File: src/rtl/dma_prog_master_pkg.sv
// dma_prog_master_pkg -- shared 8237 DMA register definitions.
//
// Holds the 8237 register addresses, the mode/mask byte layouts and the
// state enum used by the programming master and its bus-cycle engine.
// Optional feature macro used by the consumers: DMA_STATUS_POLL_EN.
package dma_prog_master_pkg;

  // 8237 register map (low nibble of the I/O address)
  localparam logic [3:0] REG_STATUS   = 4'h8;  // read: status (TC bits in [3:0])
  localparam logic [3:0] REG_SMASK    = 4'ha;  // write: single mask bit
  localparam logic [3:0] REG_MODE     = 4'hb;  // write: mode register
  localparam logic [3:0] REG_CLR_FF   = 4'hc;  // write: clear byte pointer flip-flop

  // Mode byte bits [7:2]; bits [1:0] carry the channel number.
  typedef struct packed {
    logic [1:0] mode_sel;
    logic       addr_dec;
    logic       auto_init;
    logic [1:0] trans_type;
  } mode_bits_t;

  typedef enum logic [2:0] {
    ST_IDLE,
    ST_SETUP,
    ST_STROBE,
    ST_HOLD,
    ST_GAP,
    ST_POLL,
    ST_DONE
  } dma_state_e;

  // Single mask byte: bit 2 = set/clear, bits [1:0] = channel.
  function automatic logic [7:0] mask_byte(input logic set, input logic [1:0] ch);
    return {5'b00000, set, ch};
  endfunction

  function automatic logic [7:0] mode_byte(input mode_bits_t m, input logic [1:0] ch);
    return {m, ch};
  endfunction

  // Per-channel base address / word count register addresses.
  function automatic logic [3:0] addr_reg(input logic [1:0] ch);
    return {1'b0, ch, 1'b0};
  endfunction

  function automatic logic [3:0] count_reg(input logic [1:0] ch);
    return {1'b0, ch, 1'b1};
  endfunction

endpackage

File: src/rtl/dma_io_cycle.sv
// dma_io_cycle -- one 8237 register access on the host I/O bus.
//
// Runs SETUP (1) -> STROBE (STB_CYCLES) -> HOLD (1) -> GAP (1). A new
// request presented during GAP starts the next access without an idle
// cycle. addr/wdata/rd must stay stable while the access is active; the
// caller keeps them registered. Read data is captured on the last STROBE
// cycle. Read support only exists when DMA_STATUS_POLL_EN is defined.
//
// Ports:
//   clk, rst        clock, asynchronous active-high reset
//   req             start an access (taken in IDLE or GAP)
//   rd              1 = read access, 0 = write access
//   addr, wdata     register address / write data
//   db_in           bus read data
//   cs_n, iow_n,
//   ior_n           active-low chip select and strobes
//   a, db_out,
//   db_oe           bus address, write data and its drive enable
//   ack             high during GAP (access complete)
//   rdata           data captured by the most recent read
import dma_prog_master_pkg::*;

module dma_io_cycle #(
  parameter int STB_CYCLES = 2
) (
  input  logic       clk,
  input  logic       rst,
  input  logic       req,
  input  logic       rd,
  input  logic [3:0] addr,
  input  logic [7:0] wdata,
  input  logic [7:0] db_in,
  output logic       cs_n,
  output logic       iow_n,
  output logic       ior_n,
  output logic [3:0] a,
  output logic [7:0] db_out,
  output logic       db_oe,
  output logic       ack,
  output logic [7:0] rdata
);

  localparam logic [3:0] STB_LAST = 4'(STB_CYCLES - 1);

  dma_state_e phase, phase_next;
  logic [3:0] cnt, cnt_next;
  logic       active;

  always_ff @(posedge clk or posedge rst) begin
    if (rst) begin
      phase <= ST_IDLE;
      cnt   <= 4'd0;
    end else begin
      phase <= phase_next;
      cnt   <= cnt_next;
    end
  end

  always_comb begin
    phase_next = phase;
    cnt_next   = cnt;
    unique case (phase)
      ST_IDLE:   if (req) phase_next = ST_SETUP;
      ST_SETUP: begin
        phase_next = ST_STROBE;
        cnt_next   = 4'd0;
      end
      ST_STROBE: begin
        if (cnt == STB_LAST) phase_next = ST_HOLD;
        else                 cnt_next   = cnt + 4'd1;
      end
      ST_HOLD:   phase_next = ST_GAP;
      ST_GAP:    phase_next = req ? ST_SETUP : ST_IDLE;
      default:   phase_next = ST_IDLE;
    endcase
  end

  // Address/data are gated to zero outside the access so reset clears the
  // bus immediately without waiting for a clock.
  assign active = (phase == ST_SETUP) || (phase == ST_STROBE) || (phase == ST_HOLD);
  assign cs_n   = !active;
  assign iow_n  = !((phase == ST_STROBE) && !rd);
  assign a      = active ? addr : 4'h0;
  assign db_oe  = active && !rd;
  assign db_out = (active && !rd) ? wdata : 8'h00;
  assign ack    = (phase == ST_GAP);

`ifdef DMA_STATUS_POLL_EN
  assign ior_n = !((phase == ST_STROBE) && rd);

  always_ff @(posedge clk or posedge rst) begin
    if (rst)                                             rdata <= 8'h00;
    else if (phase == ST_STROBE && cnt == STB_LAST && rd) rdata <= db_in;
  end
`else
  logic unused_rd_path;
  assign ior_n          = 1'b1;
  assign rdata          = 8'h00;
  assign unused_rd_path = ^db_in;
`endif

endmodule

File: src/rtl/dma_prog_master.sv
// dma_prog_master -- programs one 8237 DMA channel over the host I/O bus.
//
// On start (IDLE only) it captures ch/base_addr/word_count/mode and issues
// eight register writes: mask set, mode, clear flip-flop, address lo/hi,
// count lo/hi, mask clear. word_count is written unchanged (caller applies
// the 8237 N-1 convention). With DMA_STATUS_POLL_EN defined it then reads
// the status register until the channel's terminal-count bit is set.
//
// Ports:
//   CLK, RESET          clock, asynchronous active-high reset
//   start               one-cycle program request
//   ch, base_addr,
//   word_count, mode    programming values, captured with start
//   busy                operation in progress
//   done                one-cycle completion pulse
//   CS_N, IOW_N, IOR_N  active-low chip select and strobes
//   A, DB_OUT, DB_OE    register address, write data, data drive enable
//   DB_IN               read data
import dma_prog_master_pkg::*;

module dma_prog_master #(
  parameter int STB_CYCLES = 2
) (
  input  logic        CLK,
  input  logic        RESET,
  input  logic        start,
  input  logic [1:0]  ch,
  input  logic [15:0] base_addr,
  input  logic [15:0] word_count,
  input  logic [5:0]  mode,
  output logic        busy,
  output logic        done,
  output logic        CS_N,
  output logic        IOW_N,
  output logic        IOR_N,
  output logic [3:0]  A,
  output logic [7:0]  DB_OUT,
  output logic        DB_OE,
  input  logic [7:0]  DB_IN
);

  dma_state_e  state, state_next;
  logic [2:0]  step, step_next;
  logic [1:0]  ch_q;
  logic [15:0] base_q;
  logic [15:0] count_q;
  mode_bits_t  mode_q;
  logic        req;
  logic        rd;
  logic        ack;
  logic [3:0]  req_addr;
  logic [7:0]  req_data;
  logic [7:0]  rdata;

  always_ff @(posedge CLK or posedge RESET) begin
    if (RESET) begin
      state <= ST_IDLE;
      step  <= 3'd0;
    end else begin
      state <= state_next;
      step  <= step_next;
    end
  end

  // Programming values only change on an accepted start.
  always_ff @(posedge CLK) begin
    if (state == ST_IDLE && start) begin
      ch_q    <= ch;
      base_q  <= base_addr;
      count_q <= word_count;
      mode_q  <= mode_bits_t'(mode);
    end
  end

  // The sequencer stays in ST_SETUP for the whole write program; the
  // per-access SETUP/STROBE/HOLD/GAP phases live in dma_io_cycle.
  // Follow-on requests are raised during GAP so accesses run back to back.
  always_comb begin
    state_next = state;
    step_next  = step;
    req        = 1'b0;
    busy       = 1'b0;
    done       = 1'b0;
    unique case (state)
      ST_IDLE: begin
        if (start) begin
          state_next = ST_SETUP;
          step_next  = 3'd0;
          req        = 1'b1;
        end
      end
      ST_SETUP: begin
        busy = 1'b1;
        if (ack) begin
          step_next = step + 3'd1;
          if (step == 3'd7) begin
`ifdef DMA_STATUS_POLL_EN
            state_next = ST_POLL;
            req        = 1'b1;
`else
            state_next = ST_DONE;
`endif
          end else begin
            req = 1'b1;
          end
        end
      end
`ifdef DMA_STATUS_POLL_EN
      ST_POLL: begin
        busy = 1'b1;
        if (ack) begin
          if (rdata[ch_q]) state_next = ST_DONE;
          else             req        = 1'b1;
        end
      end
`endif
      ST_DONE: begin
        done       = 1'b1;
        state_next = ST_IDLE;
      end
      default: state_next = ST_IDLE;
    endcase
  end

  always_comb begin
    req_addr = REG_SMASK;
    req_data = 8'h00;
    if (state == ST_POLL) begin
      req_addr = REG_STATUS;
    end else begin
      unique case (step)
        3'd0: begin req_addr = REG_SMASK;       req_data = mask_byte(1'b1, ch_q);    end
        3'd1: begin req_addr = REG_MODE;        req_data = mode_byte(mode_q, ch_q);  end
        3'd2: begin req_addr = REG_CLR_FF;      req_data = 8'h00;                    end
        3'd3: begin req_addr = addr_reg(ch_q);  req_data = base_q[7:0];              end
        3'd4: begin req_addr = addr_reg(ch_q);  req_data = base_q[15:8];             end
        3'd5: begin req_addr = count_reg(ch_q); req_data = count_q[7:0];             end
        3'd6: begin req_addr = count_reg(ch_q); req_data = count_q[15:8];            end
        default: begin req_addr = REG_SMASK;    req_data = mask_byte(1'b0, ch_q);    end
      endcase
    end
  end

`ifdef DMA_STATUS_POLL_EN
  assign rd = (state == ST_POLL);
`else
  logic unused_rdata;
  assign rd           = 1'b0;
  assign unused_rdata = ^rdata;
`endif

  dma_io_cycle #(
    .STB_CYCLES(STB_CYCLES)
  ) u_io (
    .clk    (CLK),
    .rst    (RESET),
    .req    (req),
    .rd     (rd),
    .addr   (req_addr),
    .wdata  (req_data),
    .db_in  (DB_IN),
    .cs_n   (CS_N),
    .iow_n  (IOW_N),
    .ior_n  (IOR_N),
    .a      (A),
    .db_out (DB_OUT),
    .db_oe  (DB_OE),
    .ack    (ack),
    .rdata  (rdata)
  );

endmodule

File: config.mk
export PLATFORM = sky130hd
export DESIGN_NAME = dma_prog_master
export DESIGN_NICKNAME = d
export VERILOG_FILES = /design/src/rtl/dma_prog_master_pkg.sv /design/src/rtl/dma_io_cycle.sv /design/src/rtl/dma_prog_master.sv
export SDC_FILE = /design/constraint.sdc
export NUM_CORES = 1
export LEC_CHECK = 0
export ABC_CLOCK_PERIOD_IN_PS = 2220
export BUFFER_PORTS_ARGS = -buffer_cell sky130_fd_sc_hd__buf_2
export CAP_MARGIN = 20
export CORE_MARGIN = 2
export CORE_UTILIZATION = 51
export DETAILED_ROUTE_END_ITERATION = 8
export PLACE_DENSITY = 0.9
export SYNTH_ARGS = -nofsm -noshare
export SYNTH_HDL_FRONTEND = slang
export SYNTH_SLANG_ARGS = --single-unit
File: constraint.sdc
create_clock -name CLK -period 2.22 [get_ports CLK]
set_input_delay 0.555 -clock CLK [delete_from_list [all_inputs] [get_ports CLK]]
set_output_delay 0.555 -clock CLK [all_outputs]
set_load 0.03 [all_outputs]
==> results of run 1 <==
worst min-delay path by stage:
stage          startpoint             to  slack, ns  cells past startpoint
2_1_floorplan       RESET       state[0]       0.42                      1
3_3_place_gp      step[0]        step[0]       0.53                      1
6_report            RESET       state[0]       0.24                      2
4_1_cts             RESET  u_io.phase[1]       0.26                      2
3_5_place_dp      step[0]        step[0]       0.56                      1
5_1_grt             RESET       state[0]       0.28                      2
cells in the mapped netlist (all sizes together):
cell / number / area (um^2)
mux2i: 3 / 30.0
mux2: 1 / 11.3
buf: 11 / 56.3
o41ai: 2 / 36.3
nor2: 8 / 30.0
a222oi: 6 / 60.1
nor2b: 3 / 18.8
nand2: 15 / 56.3
clkbuf: 2 / 7.51
a31o: 1 / 8.76
and2b: 1 / 10.0
a32oi: 2 / 17.5
a31oi: 2 / 12.5
o32ai: 1 / 16.3
o31ai: 1 / 7.51
or3b: 3 / 26.3
a21oi: 8 / 40.0
o41a: 1 / 11.3
o21a: 1 / 7.51
nor3b: 2 / 20.0
conb: 1 / 3.75
o21ai: 3 / 15.0
nor3: 2 / 10.0
nand2b: 3 / 18.8
nor4b: 2 / 32.5
o22ai: 3 / 18.8
inv: 13 / 48.8
edfxtp: 40 / 1200
ha: 8 / 100
a22o: 8 / 70.1
dfrtp: 12 / 300
o21ba: 1 / 10.0
nand3: 2 / 10.0
a32o: 1 / 10.0
o21bai: 1 / 7.51
nor4: 1 / 6.26
a211oi: 1 / 7.51
and2: 2 / 12.5
o31a: 1 / 8.76
logic make-up (layout without fill, tap and decap cells):
logic type / Yosys count / count (layout)
mux: 4 / 4
compound gates: 44 / 44
buf+inv: 26 / 111
simple gates: 44 / 44
flops: 52 / 52
other cells: 1 / 1
fa+ha+maj: 8 / 8
metal layers:
layer | share of wire | track usage | wire [um]
met5 | 0 | 0 | 0
met4 | 0.020 | 0.101 | 112
met3 | 0.060 | 0.0681 | 345
met2 | 0.54 | 0.431 | 3080
met1 | 0.38 | 0.256 | 2190
state kept, by name, summed over array words and instances (netlist names):
name,cells
step,3
ch_q,2
mode_q,6
base_q,16
state,2
u_io.cnt,4
u_io.phase,3
count_q,16
critical path: cells and delay by family (launching register included):
family | cells | cell delay [ns]
AOI/OAI and AO/OA | 2 | 0.37
adders and majority gates | 1 | 0.18
buffers and inverters | 5 | 0.70
DFF | 1 | 0.46
area by class of cell:
cell class	count	area [um^2]
inverters	13	53.8
well taps	52	65.1
clock buffers	5	68.8
repair buffers	90	659
clock inverters	3	26.3
multi-input cells	101	912
fillers	249	1120
flip-flops and latches	52	1510
repair_timing:
item | 4_1_cts | 5_1_grt
resized for setup | 46 | 10
pin swaps | 11 | 14
endpoints found under the hold margin | 0 | 0
setup endpoints to repair | 12 | 12
buffers inserted | 4 | 3
layout by cell type (no fill, tap or decap), types with 2 or more instances in the layout:
| cell | n |
|---|---|
| mux2i_1 | 3 |
| inv_4 | 2 |
| nor2_2 | 2 |
| nor2b_4 | 2 |
| a31oi_4 | 2 |
| buf_2 | 47 |
| dfrtp_1 | 9 |
| buf_4 | 23 |
| edfxtp_1 | 40 |
| a222oi_1 | 6 |
| clkinv_4 | 2 |
| buf_6 | 17 |
| a21oi_1 | 2 |
| inv_1 | 10 |
| or3b_1 | 3 |
| clkbuf_8 | 5 |
| a22o_1 | 8 |
| ha_4 | 4 |
| ha_1 | 3 |
| nand2_1 | 15 |
| nand2b_1 | 3 |
| buf_12 | 3 |
| nand3_1 | 2 |
| a21oi_2 | 6 |
| nor2_1 | 6 |
| o22ai_2 | 2 |
| a32oi_1 | 2 |
| o21ai_0 | 3 |
| dfrtp_2 | 3 |
stage by stage:
stage | cells | utilization | setup slack [ns] | hold WS (ns)
5_1_grt | 316 | 0.745 | -0.486 | 0.282
4_1_cts | 313 | 0.732 | -0.320 | 0.256
6_report | 316 | 0.745 | -0.372 | 0.240
3_5_place_dp | 301 | 0.664 | -0.125 | 0.556
3_3_place_gp | 301 | 0.664 | -0.0892 | 0.532
2_1_floorplan | 179 | - | -0.0477 | 0.420
power breakdown:
part | internal [W] | leakage, nW | switching [W]
combinational | 0.00103 | 0.759 | 0.00115
sequential | 0.00115 | 0.515 | 0.0000823
clock | 0.000230 | 0.0487 | 0.000321
==> run summary, run 1 <==
status -> finished with violations
failing checks -> setup timing
Clock Latency Late Sink -> 0.30 ns
max cap viols -> 0
die area -> 0.00522 mm^2
Total GRT Usage -> 0.237
Pre-antenna DRT Iters -> 5
Detail Route Antenna Nets -> 0
initial antenna violation count -> 0
Worst-path clk slew -> 0.10 ns
xor and xnor area share after synthesis -> 0
CP max stage cell -> dfrtp_2
final setup fails -> 12
Max Slew Vio Count -> 0
Mapped Cells -> 179
sequence of cells on the critical path -> inv_4, ha_4, buf_12, o41ai_4, buf_4, buf_12, a21oi_2, buf_6
HPWL after detailed placement -> 3890 um
P&R area growth vs syn -> 38.5%
fraction of final layout cells sized beyond drive strength 1 -> 0.504
crit share post-route -> 1.17
Num CTS Buffers -> 5
Top Ports -> 69
PnR worst setup slack -> -0.372 ns
CP required -> 1.66 ns
GRT overflow -> 0
CTS Buffer Depth -> 2
Placer Congestion -> 0.751
H-tree Lvls -> 2
clk sinks -> 52
max incr delay on CP -> 0.46 ns
# diodes -> 0
total via count after detailed routing -> 1,785
DR WL/cell -> 18.1 um
Syn Std Cell Area -> 0.00238 mm^2
end of the critical path -> DB_OUT[3]
Die Width -> 72.3 um
CP Class -> flop to output port
worst min path class -> input pin to async pin
minimum clock period -> 2.59 ns
Setup TNS -> -3.65 ns
CTS tree -> yes
Synth Area in Compound Gates -> 0.154
Max Freq -> 386 MHz
final hold violation count -> 0
syn_area_per_cell -> 13.3 um^2
CP arrival -> 2.04 ns
largest net degree at the start of global routing -> 41
Post-CTS Hold Fix Bufs -> 0
Post-Syn Nets -> 238
crit start category -> flop
CTS Root Cell -> clkbuf_8
first-pass GRT wire length -> 9170 um
Crit path top cell by count -> buf_12
total power -> 0.00396 W
CP Max Fanout -> 5
maximum vdd ir drop -> 0.00103 V
vias in the first global route -> 1,947
Via density -> 5.65
Seq cells post-synth -> 52
row count -> 24
Critical Path Sink Type -> output port
initial DRC count -> 100
r2r startpoint -> u_io.cnt[1]
final wirelength -> 5730 um
Core Footprint -> 0.00441 mm^2
RSZ-0062 raised after global routing -> true
CP Launch Point -> step[0]
PwrDens -> 1200 mW/mm^2
largest family of logic cells by synthesized area -> compound AO/OA/AOI/OAI gates
final instance area -> 0.00329 mm^2
port bufs -> 59
post-synthesis mux area share -> 0.0174
Yosys Warn Count -> 0
Post-Synth Adder-Cell Area -> 0.0421
worst reg2reg path endpoint -> u_io.cnt[0]
r2r setup slk -> 0.65 ns
Placed Area -> 0.00293 mm^2
path depth of the worst reg2reg path -> 5
clk_skew -> 0.00593 ns
nets@finish -> 322
Starting Density -> 0.538
DRC violations left -> 0
post-synthesis simple-gate area fraction -> 0.106
post-synthesis sequential area ratio -> 0.632
DIE HEIGHT -> 72.3 um
Leak -> 1.32 nW
Netlist cell types -> 45
(Power assumes the default switching activity.)
==> run 2: changes to the inputs <==
--- a/config.mk
+++ b/config.mk
@@ -8,6 +8,7 @@
 export ABC_CLOCK_PERIOD_IN_PS = 2220
 export BUFFER_PORTS_ARGS = -buffer_cell sky130_fd_sc_hd__buf_2
 export CAP_MARGIN = 20
+export CORE_ASPECT_RATIO = 0.8
 export CORE_MARGIN = 2
 export CORE_UTILIZATION = 51
 export DETAILED_ROUTE_END_ITERATION = 8
==> constraint.sdc (replaced) <==
create_clock -name CLK -period 2.22 [get_ports CLK]
set_input_delay 0.111 -clock CLK [delete_from_list [all_inputs] [get_ports CLK]]
set_output_delay 0.111 -clock CLK [all_outputs]
set_load 0.03 [all_outputs]
==> run 2 against run 1 <==
Effect of this change: the run now ends clean; global-route usage is 4.9 points higher; design area grew 1.8%; clock skew up 0.011 ns; worst setup slack improved by 0.38 ns; clock power increased by 5.1%; combinational power decreased by 22%; via count grew 16%; critical path depth fell by 1; critical endpoint is now DB_OUT[1]; register-to-register slack lost 0.02 ns; non-clock buffer count is 21 higher; largest cell class unchanged; clock-buffer cell count unchanged; final cell count is 9.2% higher.
==> run summary, run 2 (synthesis results as in run 1) <==
status -> completed
CP Max Fanout -> 5
final hold violation count -> 0
Hold Startpoint -> word_count[10]
max cap viols -> 0
HPWL after detailed placement -> 3250 um
Core Footprint -> 0.00454 mm^2
final setup fails -> 0
fraction of final layout cells sized beyond drive strength 1 -> 0.344
first-pass GRT wire length -> 10,800 um
most common cell after layout, fill and taps aside -> buf_2
GRT overflow -> 0
Total GRT Usage -> 0.286
r2r setup slk -> 0.63 ns
# diodes -> 0
PwrDens -> 1060 mW/mm^2
Fin Hold WS -> 0.0370 ns
Num CTS Buffers -> 5
maximum vdd ir drop -> 0.000878 V
vias in the first global route -> 2,028
clk_skew -> 0.0169 ns
Leak -> 1.35 nW
Placer Congestion -> 0.776
RSZ-0062 raised after global routing -> true
worst min path class -> input pin to flop
CP Launch Point -> step[0]
Placed Area -> 0.00274 mm^2
Setup TNS -> 0 ns
Via density -> 5.98
die area -> 0.00522 mm^2
row count -> 22
Max Slew Vio Count -> 0
largest net degree at the start of global routing -> 41
DRC violations left -> 0
CP required -> 2.11 ns
minimum clock period -> 2.22 ns
initial antenna violation count -> 0
Detail Route Antenna Nets -> 0
H-tree Lvls -> 2
largest registers -> base_q x16, count_q x16, mode_q x6
Critical Path Sink Type -> output port
total power -> 0.00356 W
Max Freq -> 451 MHz
CTS Root Cell -> clkbuf_8
DIE HEIGHT -> 65.1 um
P&R area growth vs syn -> 41.0%
final wirelength -> 7490 um
CP arrival -> 2.11 ns
clk sinks -> 52
crit start category -> flop
total via count after detailed routing -> 2,063
final core occ -> 0.738
initial DRC count -> 270
Starting Density -> 0.523
layout filler cell count -> 270
Clock Latency Late Sink -> 0.32 ns
Die Width -> 80.3 um
nets@finish -> 343
Pre-antenna DRT Iters -> 6
port bufs -> 59
CTS tree -> yes
commonest non-fill, non-tap cells in the layout -> 57 x buf_2, 40 x edfxtp_1, 40 x dlygate4sd3_1
CP Class -> flop to output port
final instance area -> 0.00335 mm^2
CTS Buffer Depth -> 2
DR WL/cell -> 21.7 um
r2r startpoint -> state[1]
crit share post-route -> 0.998
Top Ports -> 69
Worst-path clk slew -> 0.10 ns
[run 2: worst max-delay path, cell delays in order, from the launching register on]
cell	delay, ns
dfrtp_2	0.49
ha_4	0.21
buf_6	0.13
buf_4	0.14
a22o_1	0.21
a222oi_1	0.25
o22ai_1	0.17
buf_4	0.20
[run 2: final cells by class]
type,count,area (um^2),share of cell area
clock inverters,3,25.0,0.00747
multi-input cells,101,820,0.245
inverters,13,51.3,0.0153
clock buffers,5,68.8,0.0205
flip-flops and latches,52,1500,0.449
repair buffers,111,807,0.241
well taps,60,75.1,0.0224
[run 2: path summary, 6_finish.rpt]
| check | endpoint | cells after the start |
|---|---|---|
| setup / recovery | DB_OUT[1] | 7 |
| hold / removal | count_q[10] | 1 |
| setup reg to reg | base_q[2] | 3 |
| hold reg to reg | u_io.cnt[1] | 1 |
| max in group asynchronous | step[1] | 3 |
| min in group asynchronous | u_io.phase[1] | 3 |
[run 2: power breakdown]
part	internal, W	leakage (nW)	switching [W]
clock network	0.000231	0.0452	0.000348
registers	0.00115	0.517	0.000127
logic	0.000689	0.793	0.00102
total	0.00207	1.35	0.00149
[run 2: what timing repair did]
action | CTS | global route
endpoints found under the setup margin | 10 | 12
hold endpoints to repair | 51 | 0
pin swaps | 2 | 5
setup buffers | 1 | 5
hold buffers | 40 | 0
gates resized for setup | 3 | 19
[run 2: per-stage QoR]
step / cells / setup slack, ns
CTS: 340 / -0.0221
finish: 345 / 0.00378
detailed placement: 291 / 0.189
global placement: 291 / 0.250
global route: 345 / -0.0526
floorplan: 179 / 0.174
[run 2: per-layer routing]
metal  up-vias  track usage  wire (um)
met1       978        0.358       2670
met3        33       0.0655        795
met2       173        0.489       3740
li1        879            -          -
met4         0       0.0996        286
met5         -            0          0
